`src/rtl/parking_exit_occupancy.sv`:
```
// parking_exit_occupancy
//   Exit lane controller for the parking lot plus the shared occupancy register.
//   Follows a car through the exit lane using an inner/outer sensor pair, drives
//   the exit gate, and keeps the count of cars inside. The count goes up on
//   entry pulses from the entry side and down on completed exits. Full is fed
//   back to the entry controller.
//
//   Ports
//     CLK        in   1      system clock, rising edge
//     reset      in   1      asynchronous, active-high
//     EntradaOK  in   1      one-cycle pulse, one car completed entry
//     SSI        in   1      exit inner sensor (lot side), 1 = occupied
//     SSE        in   1      exit outer sensor (street side), 1 = occupied
//     Cancela    out  1      exit gate open
//     Alarme     out  1      wrong-way or lane timeout
//     SaidaOK    out  1      one-cycle pulse, one car completed exit
//     Full       out  1      Ocupacao == CAPACITY
//     Ocupacao   out  CNT_W  cars currently inside
//     Vagas      out  CNT_W  free spaces
//
//   state     | meaning
//   LIVRE     | lane empty, gate closed
//   INTERNO   | car on inner sensor only, gate open
//   AMBOS     | car covering both sensors, gate open
//   EXTERNO   | car on outer sensor only, gate open
//   CONTRAMAO | car entered from street side (wrong way), alarm
//   ABORTADO  | lane timeout, alarm until lane clears

module parking_exit_occupancy #(
    parameter int CAPACITY = 8,
    parameter int CNT_W    = 4,
    parameter int TIMEOUT  = 50,
    parameter int TMR_W    = 8
) (
    input  logic             CLK,
    input  logic             reset,
    input  logic             EntradaOK,
    input  logic             SSI,
    input  logic             SSE,
    output logic             Cancela,
    output logic             Alarme,
    output logic             SaidaOK,
    output logic             Full,
    output logic [CNT_W-1:0] Ocupacao,
    output logic [CNT_W-1:0] Vagas
);

    typedef enum logic [2:0] {
        LIVRE     = 3'd0,
        INTERNO   = 3'd1,
        AMBOS     = 3'd2,
        EXTERNO   = 3'd3,
        CONTRAMAO = 3'd4,
        ABORTADO  = 3'd5
    } state_t;

    localparam logic [CNT_W-1:0] CAP_C   = CNT_W'(CAPACITY);
    localparam logic [TMR_W-1:0] TMR_END = TMR_W'(TIMEOUT - 1);

    state_t           state, state_nxt;
    logic [TMR_W-1:0] timer;
    logic             in_lane;
    logic             exit_evt;
    logic             cancela_nxt, alarme_nxt;
    logic [CNT_W-1:0] ocup_nxt;

    assign in_lane = (state == INTERNO) || (state == AMBOS) || (state == EXTERNO);

    // A completed exit is the EXTERNO -> LIVRE edge; the timeout can never
    // override it because the abort only applies when the lane is not clearing.
    assign exit_evt = (state == EXTERNO) && !SSI && !SSE;

    // State register, registered Moore outputs and exit pulse
    always_ff @(posedge CLK or posedge reset) begin
        if (reset) begin
            state   <= LIVRE;
            Cancela <= 1'b0;
            Alarme  <= 1'b0;
            SaidaOK <= 1'b0;
        end else begin
            state   <= state_nxt;
            Cancela <= cancela_nxt;
            Alarme  <= alarme_nxt;
            SaidaOK <= exit_evt;
        end
    end

    // Next-state logic
    always_comb begin
        state_nxt = LIVRE;
        case (state)
            LIVRE: begin
                if (SSE)      state_nxt = CONTRAMAO;
                else if (SSI) state_nxt = INTERNO;
                else          state_nxt = LIVRE;
            end
            INTERNO: begin
                if (SSI && SSE)       state_nxt = AMBOS;
                else if (SSE)         state_nxt = EXTERNO;
                else if (SSI)         state_nxt = INTERNO;
                else                  state_nxt = LIVRE;
            end
            AMBOS: begin
                if (SSI && SSE)       state_nxt = AMBOS;
                else if (SSE)         state_nxt = EXTERNO;
                else if (SSI)         state_nxt = INTERNO;
                else                  state_nxt = LIVRE;
            end
            EXTERNO: begin
                if (SSI)              state_nxt = AMBOS;
                else if (SSE)         state_nxt = EXTERNO;
                else                  state_nxt = LIVRE;
            end
            CONTRAMAO: begin
                if (!SSI && !SSE)     state_nxt = LIVRE;
                else                  state_nxt = CONTRAMAO;
            end
            ABORTADO: begin
                if (!SSI && !SSE)     state_nxt = LIVRE;
                else                  state_nxt = ABORTADO;
            end
            default:                  state_nxt = LIVRE;
        endcase

        // Lane timeout takes priority over any move that keeps the car in the lane
        if (in_lane && (timer == TMR_END) && (state_nxt != LIVRE))
            state_nxt = ABORTADO;
    end

    // Output decode on the next state so the outputs register alongside it
    always_comb begin
        cancela_nxt = 1'b0;
        alarme_nxt  = 1'b0;
        case (state_nxt)
            INTERNO, AMBOS, EXTERNO: cancela_nxt = 1'b1;
            CONTRAMAO, ABORTADO:     alarme_nxt  = 1'b1;
            default: begin
                cancela_nxt = 1'b0;
                alarme_nxt  = 1'b0;
            end
        endcase
    end

    // Lane timer: counts cycles spent in the lane, not restarted on lane moves
    always_ff @(posedge CLK or posedge reset) begin
        if (reset)        timer <= '0;
        else if (in_lane) timer <= timer + 1'b1;
        else              timer <= '0;
    end

    // Occupancy: simultaneous entry and exit cancel, both directions saturate
    always_comb begin
        ocup_nxt = Ocupacao;
        if (EntradaOK && !exit_evt) begin
            if (Ocupacao != CAP_C) ocup_nxt = Ocupacao + 1'b1;
        end else if (exit_evt && !EntradaOK) begin
            if (Ocupacao != '0)    ocup_nxt = Ocupacao - 1'b1;
        end
    end

    // Full and Vagas come from the same next value so they never lag Ocupacao
    always_ff @(posedge CLK or posedge reset) begin
        if (reset) begin
            Ocupacao <= '0;
            Vagas    <= CAP_C;
            Full     <= 1'b0;
        end else begin
            Ocupacao <= ocup_nxt;
            Vagas    <= CAP_C - ocup_nxt;
            Full     <= (ocup_nxt == CAP_C);
        end
    end

endmodule

```
`config.mk`:
```
export PLATFORM = sky130hd
export DESIGN_NAME = parking_exit_occupancy
export DESIGN_NICKNAME = d
export VERILOG_FILES = /design/src/rtl/parking_exit_occupancy.sv
export SDC_FILE = /design/constraint.sdc
export NUM_CORES = 1
export LEC_CHECK = 0
export CORE_ASPECT_RATIO = 0.7
export CORE_UTILIZATION = 25
export CTS_CLUSTER_SIZE = 10
export DETAILED_ROUTE_END_ITERATION = 8
export HOLD_SLACK_MARGIN = 0.15
export SYNTH_ARGS = -nofsm -noshare
export SYNTH_HDL_FRONTEND = slang
export SYNTH_SLANG_ARGS = --single-unit
```
`constraint.sdc`:
```
create_clock -name CLK -period 3 [get_ports CLK]
set_input_delay 0.45 -clock CLK [delete_from_list [all_inputs] [get_ports CLK]]
set_output_delay 0.45 -clock CLK [all_outputs]
set_load 0.01 [all_outputs]
```
==> flow_metrics.py <==
metrics = {
    "status": {
        "outcome": "finished clean",
    },
    "timing": {
        "finalSetupViolations": 0,
        "post-route-min-period_ns": 2.30,
        "maxSlewViolCount": 0,
        "max_slew_margin": 0.456,
        "setup-tns-final_ns": 0,
        "fin_skew_ns": 0.00974,
        "fin_crit_sh": 0.766,
        "fin_hold_ws_ns": 0.525,
        "hold_viol": 0,
        "rsz0062_at_grt": "false",
        "worst_pin_slew_ns": 0.815,
        "fmax_mhz": 435,
    },
    "grt": {
        "grt_pass1_vias": 908,
        "antenna_found_initial": 0,
        "grt_max_degree": 23,
        "grt-ovfl-total": 0,
        "grtUsageTotal": 0.0975,
        "grt_pass1_wl_mm": 4.44,
    },
    "synthesis": {
        "synthMuxAreaShare": 0.0323,
        "synth_top_family_by_area": "simple AND/OR/NAND/NOR gates",
        "synth-xor-area-share": 0.0637,
        "synth_fa_ha_area_frac": 0.0923,
        "yosysTopAreaCell": "dfrtp_1",
        "synthArstFlopShare": 1.00,
        "ys_top_cells_by_count": "dfrtp_1, inv_1, nor2_1, ha_1",
        "seq_area_frac_synth": 0.407,
        "synth_fp_nets": 146,
        "ys_top_cells_by_area": "dfrtp_1, ha_1, xor2_1",
        "synth_edf_count": 0,
        "synth_cells": 131,
        "synth.most_common_cell": "dfrtp_1",
        "synth_top_cell_area_share": 0.388,
        "yosysWarnings": 0,
        "postSynthAreaPerCell_um2": 10.3,
        "ys_ff_latch": 22,
        "synth_compound_area_frac": 0.147,
        "synthFlopType": "dfrtp_1",
        "synth_cell_types": 46,
        "synthSimpleGateAreaFrac": 0.206,
        "syn_area_um2": 1360,
    },
    "layout": {
        "final_util": 0.312,
        "n_antenna_cell": 0,
        "multiInputGateArea_um2": 733,
        "ff_latch_area_um2": 552,
        "area_delta_synth_final_pct": 20.5,
        "num-fill-cells": 542,
        "drive_gt1_frac": 0.122,
        "fin_nets": 164,
    },
    "floorplan": {
        "core_um2": 5230,
        "die_area_um2": 5720,
        "io_pins": 17,
        "num_rows": 22,
        "start_util": 0.259,
        "die_w_um": 90.0,
        "fp.dieH_um": 63.6,
    },
    "worst_hold_path": {
        "hold_path.class": "flip-flop to flip-flop",
    },
    "clocking": {
        "htreeDepth": 1,
        "cts_tree": "done",
        "hold_buffers": 0,
        "cts_buffer_depth": 2,
        "cts_made_buffers": 3,
        "numClockSinks": 22,
        "cts_setup_buffers": 0,
        "cts.repair.resized": 0,
        "clk_pin_slew_worst_paths_ns": 0.07,
        "clock_latency_ns": 0.27,
        "cts_root_buf": "clkbuf_8",
    },
    "setup_path": {
        "critical_path_class": "input pin to flip-flop",
        "cp-end-kind": "flip-flop",
        "crit_family": "simple AND/OR/NAND/NOR gates",
        "arrival_ns": 2.50,
        "worstSetupStartpointType": "input pin",
        "critPathRequiredTime_ns": 3.20,
        "crit_buf_inv": 1,
        "path_cells": "clkdlybuf4s50_1 -> or3_4 -> nor2_8 -> mux2_2 -> mux2i_4 -> ha_1 -> and3_1",
        "slowest_stage": "clkdlybuf4s50_1",
        "path_max_fanout": 10,
        "cpPeakStageDelay_ns": 0.53,
    },
    "power_and_ir_drop": {
        "p_leak_nw": 0.707,
        "p_total_w": 0.00139,
        "cellPowerDensity_nw_per_um2": 850,
        "irDropWorstVdd_uv": 415,
    },
    "drt": {
        "first_iter_violations": 66,
        "post_drt_wl_per_cell_um": 11.6,
        "via_count": 1001,
        "drt-total-wl_mm": 2.56,
        "via_per_inst": 4.55,
        "first_pass_iters": 5,
        "antenna_left": 0,
        "drcViolationCount": 0,
    },
    "placed_design": {
        "gp_congestion": 0.796,
        "port_buffers": 16,
        "dpl.hpwl_mm": 1.84,
    },
    "job": {
        "cap_violations": 0,
    },
}
-- layout by cell type (no fill, tap or decap), types with 3 or more instances in the layout --
| cell | n |
|---|---|
| a21oi_1 | 6 |
| nor2_1 | 12 |
| clkdlybuf4s50_1 | 16 |
| inv_1 | 12 |
| clkbuf_8 | 3 |
| nand2_1 | 4 |
| ha_1 | 10 |
| or3_1 | 4 |
| a31oi_1 | 3 |
| nor2b_1 | 3 |
| dfrtp_1 | 21 |
| nand3_1 | 3 |
| xor2_1 | 6 |
-- registers in the layout, indices dropped and copies added (netlist names) --
register  count
state         3
Full          1
Cancela       1
timer         8
Ocupacao      3
Vagas         4
SaidaOK       1
Alarme        1
-- power by group --
part	internal, W	switching [W]
sequential	0.000394	0.000134
clock	0.0000947	0.0000927
combinational	0.000339	0.000333
total	0.000828	0.000560
-- cell families after synthesis --
family	after synthesis
flip-flops	22
XOR/XNOR	9
AND/OR/NAND/NOR	47
multiplexers	3
AO/OA/AOI/OAI	24
adder cells (fa/ha/maj)	10
buffers and inverters	16
-- layer usage --
metal,GRT usage,part of all wire
met1,0.141,0.53
met2,0.135,0.40
met3,0.0399,0.075
met4,0.0181,0
met5,0,0
-- metrics by stage --
stage	cells	worst slack [ns]	instance area, um^2
floorplan	131	1.02	1360
finish	220	0.701	1630
global route	220	0.571	1630
global placement	216	0.477	1590
detailed placement	216	0.429	1590
CTS	220	0.706	1630
-- path summary, 6_finish.rpt --
path                                from           to  slack (ns)  depth (start not counted)
max in group asynchronous          reset  Ocupacao[2]        1.83                          2
worst min-delay path            timer[0]     timer[0]        0.53                          1
worst max-delay path                 SSE         Full        0.70                          7
worst min register to register  timer[0]     timer[0]        0.53                          1
worst max register to register  Vagas[0]     Vagas[2]        0.88                          7
min in group asynchronous          reset     timer[2]        0.65                          2
-- layout make-up --
cell class	count	share of cell area
clock buffer	4	0.0276
inverter	12	0.0276
multi-input combinational	93	0.449
sequential	22	0.338
tap	72	0.0552
timing repair buffer	17	0.103
Note: power is estimated with default switching activity, not from simulation.
